$ cat src/rtl/addsub_pack_pkg.sv
// Shared types and helpers for the add/sub packing serializer.
package addsub_pack_pkg;

  typedef enum logic {
    IDLE = 1'b0,
    SEND = 1'b1
  } state_e;

  localparam int unsigned STAT_CARRY  = 0;
  localparam int unsigned STAT_BORROW = 1;
  localparam int unsigned STAT_TRUNC  = 2;
  localparam int unsigned STAT_W      = 3;

  function automatic int unsigned calc_nbeats(input int unsigned pack_w,
                                              input int unsigned beat_w);
    return (pack_w + beat_w - 1) / beat_w;
  endfunction

  function automatic int unsigned max3(input int unsigned a,
                                       input int unsigned b,
                                       input int unsigned c);
    int unsigned m;
    m = (a > b) ? a : b;
    return (m > c) ? m : c;
  endfunction

endpackage

$ cat src/rtl/addsub_core.sv
// Combinational truncated sum/difference and packing; optional status flags
// when ADDSUB_STATUS_BEAT_EN is defined.
module addsub_core
  import addsub_pack_pkg::*;
#(
  parameter int unsigned DATA_W = 8,
  parameter int unsigned SUM_W  = 8,
  parameter int unsigned DIFF_W = 4
) (
  input  logic [DATA_W-1:0]        i_a,
  input  logic [DATA_W-1:0]        i_b,
`ifdef ADDSUB_STATUS_BEAT_EN
  output logic [STAT_W-1:0]        o_flags,
`endif
  output logic [DIFF_W+SUM_W-1:0]  o_packed
);

  // One guard bit above the widest field keeps the full sum and signed diff exact.
  localparam int unsigned EXT_W = max3(DATA_W, SUM_W, DIFF_W) + 1;

  logic [EXT_W-1:0] w_a_ext;
  logic [EXT_W-1:0] w_b_ext;

  assign w_a_ext  = EXT_W'(i_a);
  assign w_b_ext  = EXT_W'(i_b);
  assign o_packed = {DIFF_W'(w_a_ext - w_b_ext), SUM_W'(w_a_ext + w_b_ext)};

`ifdef ADDSUB_STATUS_BEAT_EN
  logic [EXT_W-1:0]  w_sum_full;
  logic [EXT_W-1:0]  w_diff_full;
  logic [DIFF_W-1:0] w_diff_trunc;
  logic [EXT_W-1:0]  w_diff_sext;

  assign w_sum_full   = w_a_ext + w_b_ext;
  assign w_diff_full  = w_a_ext - w_b_ext;
  assign w_diff_trunc = w_diff_full[DIFF_W-1:0];
  // Truncation is lossy when sign-extending the kept field does not restore a-b.
  assign w_diff_sext  = {{(EXT_W-DIFF_W){w_diff_trunc[DIFF_W-1]}}, w_diff_trunc};

  always_comb begin
    o_flags              = '0;
    o_flags[STAT_CARRY]  = (w_sum_full >> SUM_W) != '0;
    o_flags[STAT_BORROW] = i_a < i_b;
    o_flags[STAT_TRUNC]  = w_diff_sext != w_diff_full;
  end
`endif

endmodule

$ cat src/rtl/addsub_pack_serializer.sv
// Latches an operand pair, packs {diff, sum} and streams it LSB-first in BEAT_W beats.
// Define ADDSUB_STATUS_BEAT_EN to append a carry/borrow/truncation status beat.
module addsub_pack_serializer
  import addsub_pack_pkg::*;
#(
  parameter int unsigned DATA_W = 8,
  parameter int unsigned SUM_W  = 8,
  parameter int unsigned DIFF_W = 4,
  parameter int unsigned BEAT_W = 4
) (
  input  logic              clk,
  input  logic              rst_n,
  input  logic              in_valid,
  output logic              in_ready,
  input  logic [DATA_W-1:0] in_a,
  input  logic [DATA_W-1:0] in_b,
  output logic              out_valid,
  input  logic              out_ready,
  output logic [BEAT_W-1:0] out_data,
  output logic              out_last
);

  localparam int unsigned PACK_W = DIFF_W + SUM_W;
  localparam int unsigned NBEATS = calc_nbeats(PACK_W, BEAT_W);
  localparam int unsigned PAD_W  = NBEATS * BEAT_W;
`ifdef ADDSUB_STATUS_BEAT_EN
  localparam int unsigned FRAME_BEATS = NBEATS + 1;
`else
  localparam int unsigned FRAME_BEATS = NBEATS;
`endif
  localparam int unsigned FRAME_W  = FRAME_BEATS * BEAT_W;
  localparam int unsigned IDX_W    = (FRAME_BEATS > 1) ? $clog2(FRAME_BEATS) : 1;
  localparam int unsigned LAST_IDX = FRAME_BEATS - 1;

`ifdef ADDSUB_STATUS_BEAT_EN
  if (BEAT_W < 3) begin : g_beat_w_check
    $error("addsub_pack_serializer: status beat needs BEAT_W >= 3");
  end
`endif

  state_e             r_state;
  state_e             w_state_nxt;
  logic [IDX_W-1:0]   r_idx;
  logic [IDX_W-1:0]   w_idx_nxt;
  logic [IDX_W-1:0]   w_idx_inc;
  logic [FRAME_W-1:0] r_frame;
  logic [FRAME_W-1:0] w_frame_nxt;
  logic [FRAME_W-1:0] w_frame_load;
  logic               r_out_valid;
  logic               w_valid_nxt;
  logic               r_out_last;
  logic               w_last_nxt;
  logic               w_beat_hs;
  logic               w_in_ready;
  logic               w_accept;
  logic [PACK_W-1:0]  w_packed;
  logic [PAD_W-1:0]   w_packed_pad;

`ifdef ADDSUB_STATUS_BEAT_EN
  logic [STAT_W-1:0]  w_flags;
`endif

  addsub_core #(
    .DATA_W (DATA_W),
    .SUM_W  (SUM_W),
    .DIFF_W (DIFF_W)
  ) u_core (
    .i_a      (in_a),
    .i_b      (in_b),
`ifdef ADDSUB_STATUS_BEAT_EN
    .o_flags  (w_flags),
`endif
    .o_packed (w_packed)
  );

  // Frame image: data beats zero-padded on top, optional status beat above them.
  assign w_packed_pad = PAD_W'(w_packed);
`ifdef ADDSUB_STATUS_BEAT_EN
  assign w_frame_load = {BEAT_W'(w_flags), w_packed_pad};
`else
  assign w_frame_load = w_packed_pad;
`endif

  assign w_idx_inc = r_idx + IDX_W'(1);

  // Next-state logic; a last-beat handshake may reload the frame with no bubble.
  always_comb begin
    w_state_nxt = r_state;
    w_idx_nxt   = r_idx;
    w_frame_nxt = r_frame;
    w_valid_nxt = r_out_valid;
    w_last_nxt  = r_out_last;
    w_beat_hs   = r_out_valid & out_ready;
    w_in_ready  = (r_state == IDLE) | (w_beat_hs & r_out_last);
    w_accept    = in_valid & w_in_ready;

    case (r_state)
      IDLE: begin
        if (w_accept) begin
          w_state_nxt = SEND;
          w_idx_nxt   = '0;
          w_frame_nxt = w_frame_load;
          w_valid_nxt = 1'b1;
          w_last_nxt  = (FRAME_BEATS == 1);
        end
      end
      SEND: begin
        if (w_beat_hs) begin
          if (r_out_last) begin
            if (w_accept) begin
              w_idx_nxt   = '0;
              w_frame_nxt = w_frame_load;
              w_last_nxt  = (FRAME_BEATS == 1);
            end else begin
              w_state_nxt = IDLE;
              w_idx_nxt   = '0;
              w_frame_nxt = '0;
              w_valid_nxt = 1'b0;
              w_last_nxt  = 1'b0;
            end
          end else begin
            w_idx_nxt   = w_idx_inc;
            w_frame_nxt = FRAME_W'(r_frame >> BEAT_W);
            w_last_nxt  = (w_idx_inc == IDX_W'(LAST_IDX));
          end
        end
      end
      default: begin
        w_state_nxt = IDLE;
      end
    endcase
  end

  always_ff @(posedge clk or negedge rst_n) begin
    if (!rst_n) begin
      r_state     <= IDLE;
      r_idx       <= '0;
      r_frame     <= '0;
      r_out_valid <= 1'b0;
      r_out_last  <= 1'b0;
    end else begin
      r_state     <= w_state_nxt;
      r_idx       <= w_idx_nxt;
      r_frame     <= w_frame_nxt;
      r_out_valid <= w_valid_nxt;
      r_out_last  <= w_last_nxt;
    end
  end

  assign in_ready  = w_in_ready;
  assign out_valid = r_out_valid;
  assign out_data  = r_frame[BEAT_W-1:0];
  assign out_last  = r_out_last;

endmodule

$ cat config.mk
export PLATFORM = sky130hd
export DESIGN_NAME = addsub_pack_serializer
export DESIGN_NICKNAME = d
export VERILOG_FILES = /design/src/rtl/addsub_pack_pkg.sv /design/src/rtl/addsub_core.sv /design/src/rtl/addsub_pack_serializer.sv
export SDC_FILE = /design/constraint.sdc
export NUM_CORES = 1
export LEC_CHECK = 0
export CAP_MARGIN = 30
export CORE_ASPECT_RATIO = 0.75
export CORE_UTILIZATION = 31
export CTS_CLUSTER_SIZE = 14
export DETAILED_ROUTE_END_ITERATION = 8
export GPL_TIMING_DRIVEN = 0
export PLACE_DENSITY_LB_ADDON = 0.15
export SYNTH_ARGS = -nofsm -noshare
export SYNTH_HDL_FRONTEND = slang
export SYNTH_SLANG_ARGS = --single-unit
$ cat constraint.sdc
create_clock -name clk -period 3.5 [get_ports clk]
set_input_delay 0.7 -clock clk [delete_from_list [all_inputs] [get_ports clk]]
set_output_delay 0.7 -clock clk [all_outputs]
set_load 0.01 [all_outputs]
==> parameters.txt <==
Parameter                              Value

Critical path
  Crit start category ... primary input
  Data arrival, critical path ... 2010 ps
  Worst reg2reg path startpoint ... out_last$_DFFE_PN0P_
  Critical path type ... primary input to output port
  Terminus of the critical flop-to-flop path ... r_frame[6]$_DFFE_PN0P_
  Cells on worst reg2reg path ... 5
  Element type at the critical path end ... output port
  Worst-path fanout max ... 5
  R2R Setup Slk ... 1950 ps
  Worst endpoint required time ... 2800 ps

Floorplan
  Area of the die ... 3980 µm²
  Initial core utilization ... 33.8%
  Number of top-level pins ... 27
  Die Height ... 54.9 µm
  Core footprint ... 3420 µm²
  Die extent in x ... 72.6 µm
  Std-Cell Rows ... 18

CTS
  Insertion delay to the later sink of the worst-skew pair ... 250 ps
  TritonCTS clock tree ... done
  Setup repair bufs after CTS ... 0
  H-tree levels ... 1
  Post-CTS Hold Buffers ... 0
  CTS clk-pin slew, worst paths ... 60 ps
  Num Clock Sinks ... 17
  Total CTS buffers ... 3
  Maximum buffer depth of the clock tree ... 2
  Count of instances resized after the clock tree is built ... 0
  Root Driver ... sky130_fd_sc_hd__clkbuf_8

Global routing
  Pin count of the biggest net entering global routing ... 18
  First-pass GRT wire length ... 4.48 mm
  Aggregate global-route resource usage ... 15.2%
  Total global routing overflow ... 0
  Vias in the first global route ... 929
  Initial antenna violation count ... 0

Layout
  Fin area ... 1530 µm²
  Layout cells sized above 1 ... 9.52%
  Nets@finish ... 181
  Area growth from synthesis to layout ... 31.9%
  Antenna fix cells ... 0

Pwr
  Total power per unit cell area ... 556 nW/µm²
  Total Power Consumption ... 849 µW
  Leak Pwr ... 0.000663 µW
  IR Drop Worst-Case VDD ... 0.191 mV

Placement
  DP Wirelength ... 2.04 mm
  Routability congestion estimate ... 0.801
  Count of port buffers added during placement ... 26
  Worst setup timing slack at the placement stage ... 649 ps
  Placed Area ... 1480 µm²

STA
  Worst slew margin relative to its limit ... 48.1%
  Post-layout minimum cycle time ... 2710 ps
  Clock tree skew after final layout ... 2.88 ps
  Worst-margin pin slew ... 777 ps
  Minimum setup slack in the final design ... 788 ps
  Setup repair after global routing missed its margin ... no
  Top achievable clock speed ... 0.369 GHz
  Fin Setup TNS ... 0 ps
  Number of max-slew violations in the final report ... 0
  Fraction of the cycle the final worst path needs ... 77.5%
  Number of setup violations in the final report ... 0
  Fin. Hold Viols ... 0

Min path
  HP Start ... r_idx[1]$_DFFE_PN0P_
  Hold WC Path Type ... flop to flop
  Depth of the worst hold-timing path ... 2
  Hold endpoint ... r_idx[1]$_DFFE_PN0P_

Logic synthesis
  Synth top area cells ... sky130_fd_sc_hd__dfrtp_1 37%, sky130_fd_sc_hd__ha_1 12%, sky130_fd_sc_hd__nand2_1 4.5%, sky130_fd_sc_hd__fa_1 3.5%, sky130_fd_sc_hd__a22oi_1 3.2%
  Post-synthesis cell type count ... 40
  Area fraction of the dominant cell type after synthesis ... 36.8%
  Number of enable flip-flop cells after synthesis ... 0
  Number of synthesized register bits ... 17
  Part of the Yosys area used for sequential elements ... 36.8%
  Post-Synthesis Cells ... 117
  Synth Area per Inst ... 9.89 µm²
  Synth Warn # ... 0
  Netlist area before placement ... 1160 µm²
  Async set or reset register ratio after synthesis ... 100%
  Net count of the mapped netlist ... 150
  Biggest area consumer among synthesized cells ... sky130_fd_sc_hd__dfrtp_1
  Top_reg_cell synth ... sky130_fd_sc_hd__dfrtp_1

Detailed routing
  First DRT Iteration DRCs ... 44
  Met2 routed WL ... 1.11 mm
  Met3 routed WL ... 77 µm
  Routed wire length ... 2.52 mm
  Count of vias placed by the detailed router ... 957
  Highest layer used for signal routing ... met4
  Detail Route Antenna Nets ... 0
  Post-detailed-route DRC marker count ... 0
  1st-pass router iterations ... 4
  Routed wirelength normalized by instance count ... 12.8 µm
  Wire length on met1 ... 1.31 mm
  Number of vias per cell ... 4.86

Outcome
  Status ... finished, final reports clean

Flow run
  # Max-Cap Violations ... 0
-- per-stage QoR --
stage	instances	utilization, %	hold WS [ps]
detailed placement	193	43.2	475
finish	197	44.6	483
CTS	197	44.6	490
global route	197	44.6	510
floorplan	117	-	404
global placement	193	43.2	457
-- synth_stat cells, drive strengths merged, types with 2 or more instances --
master and n:
buf 5, a22oi 5, ha 11, nor3 2, o21a 3, nand2 14
nor2b 2, o31ai 2, o21ai 9, dfrtp 17, nand3 2, nor2 4
a21oi 5, fa 2, xnor2 5, a221o 2, inv 8, clkbuf 2
-- kinds of logic after synthesis --
logic type / after synthesis / synth area share [%]
flops: 17 / 36.8
buf+inv: 15 / 6.27
fa+ha+maj: 13 / 15.4
xor+xnor: 6 / 6.16
simple gates: 28 / 11.4
mux: 1 / 0.973
compound gates: 37 / 23.1
-- critical path, stage by stage --
cell	delay, ps
sky130_fd_sc_hd__clkdlybuf4s50_1	510
sky130_fd_sc_hd__nand3_1	80
sky130_fd_sc_hd__nand2_1	160
sky130_fd_sc_hd__clkdlybuf4s50_1	560
-- worst max path at each step --
stage	end	startpoint
detailed placement	r_frame[6]$_DFFE_PN0P_	in_a[0]
CTS	in_ready	out_ready
global placement	r_frame[6]$_DFFE_PN0P_	in_a[0]
finish	in_ready	out_ready
floorplan	r_frame[6]$_DFFE_PN0P_	in_a[0]
global route	in_ready	out_ready
-- layout make-up --
class	count	area, µm²
repair buffers	26	260
clock buffers	3	41.3
plain buffers	7	42.5
flip-flops and latches	17	425
clock inverters	1	5.00
well taps	50	62.6
fillers	356	1900
multi-input cells	85	659
inverters	8	30.0
-- layout by cell type (no fill, tap or decap), types with 2 or more instances in the layout --
cell type,n
sky130_fd_sc_hd__clkdlybuf4s50_1,26
sky130_fd_sc_hd__dfrtp_1,17
sky130_fd_sc_hd__nand2_1,14
sky130_fd_sc_hd__ha_1,11
sky130_fd_sc_hd__inv_1,7
sky130_fd_sc_hd__o21ai_1,7
sky130_fd_sc_hd__a22oi_1,5
sky130_fd_sc_hd__nor2_1,4
sky130_fd_sc_hd__a21oi_1,4
sky130_fd_sc_hd__xnor2_1,4
sky130_fd_sc_hd__buf_4,4
sky130_fd_sc_hd__o21a_1,3
sky130_fd_sc_hd__clkbuf_8,3
sky130_fd_sc_hd__nand3_1,2
sky130_fd_sc_hd__a221o_1,2
sky130_fd_sc_hd__o21ai_0,2
sky130_fd_sc_hd__nor2b_1,2
sky130_fd_sc_hd__nor3_1,2
sky130_fd_sc_hd__clkbuf_1,2
sky130_fd_sc_hd__o31ai_1,2
sky130_fd_sc_hd__fa_1,2
-- power by group --
part | leakage (µW) | internal [µW] | switching [µW] | total, µW
registers | 0.000219 | 270 | 52.5 | 322
clock network | 0.0000255 | 79.0 | 68.1 | 147
logic | 0.000419 | 204 | 175 | 379
total | 0.000663 | 553 | 296 | 849
-- routing by layer --
layer | up-vias | track usage [%]
met5 | - | 0
met4 | 0 | 4.90
met3 | 2 | 2.72
met2 | 21 | 24.6
met1 | 448 | 20.9
li1 | 486 | -
-- state kept, by name, indices dropped and copies added (netlist names) --
| name | cells |
|---|---|
| r_idx | 2 |
| out_valid | 1 |
| r_state | 1 |
| r_frame | 12 |
| out_last | 1 |
Power figures use the tool's default switching activity.
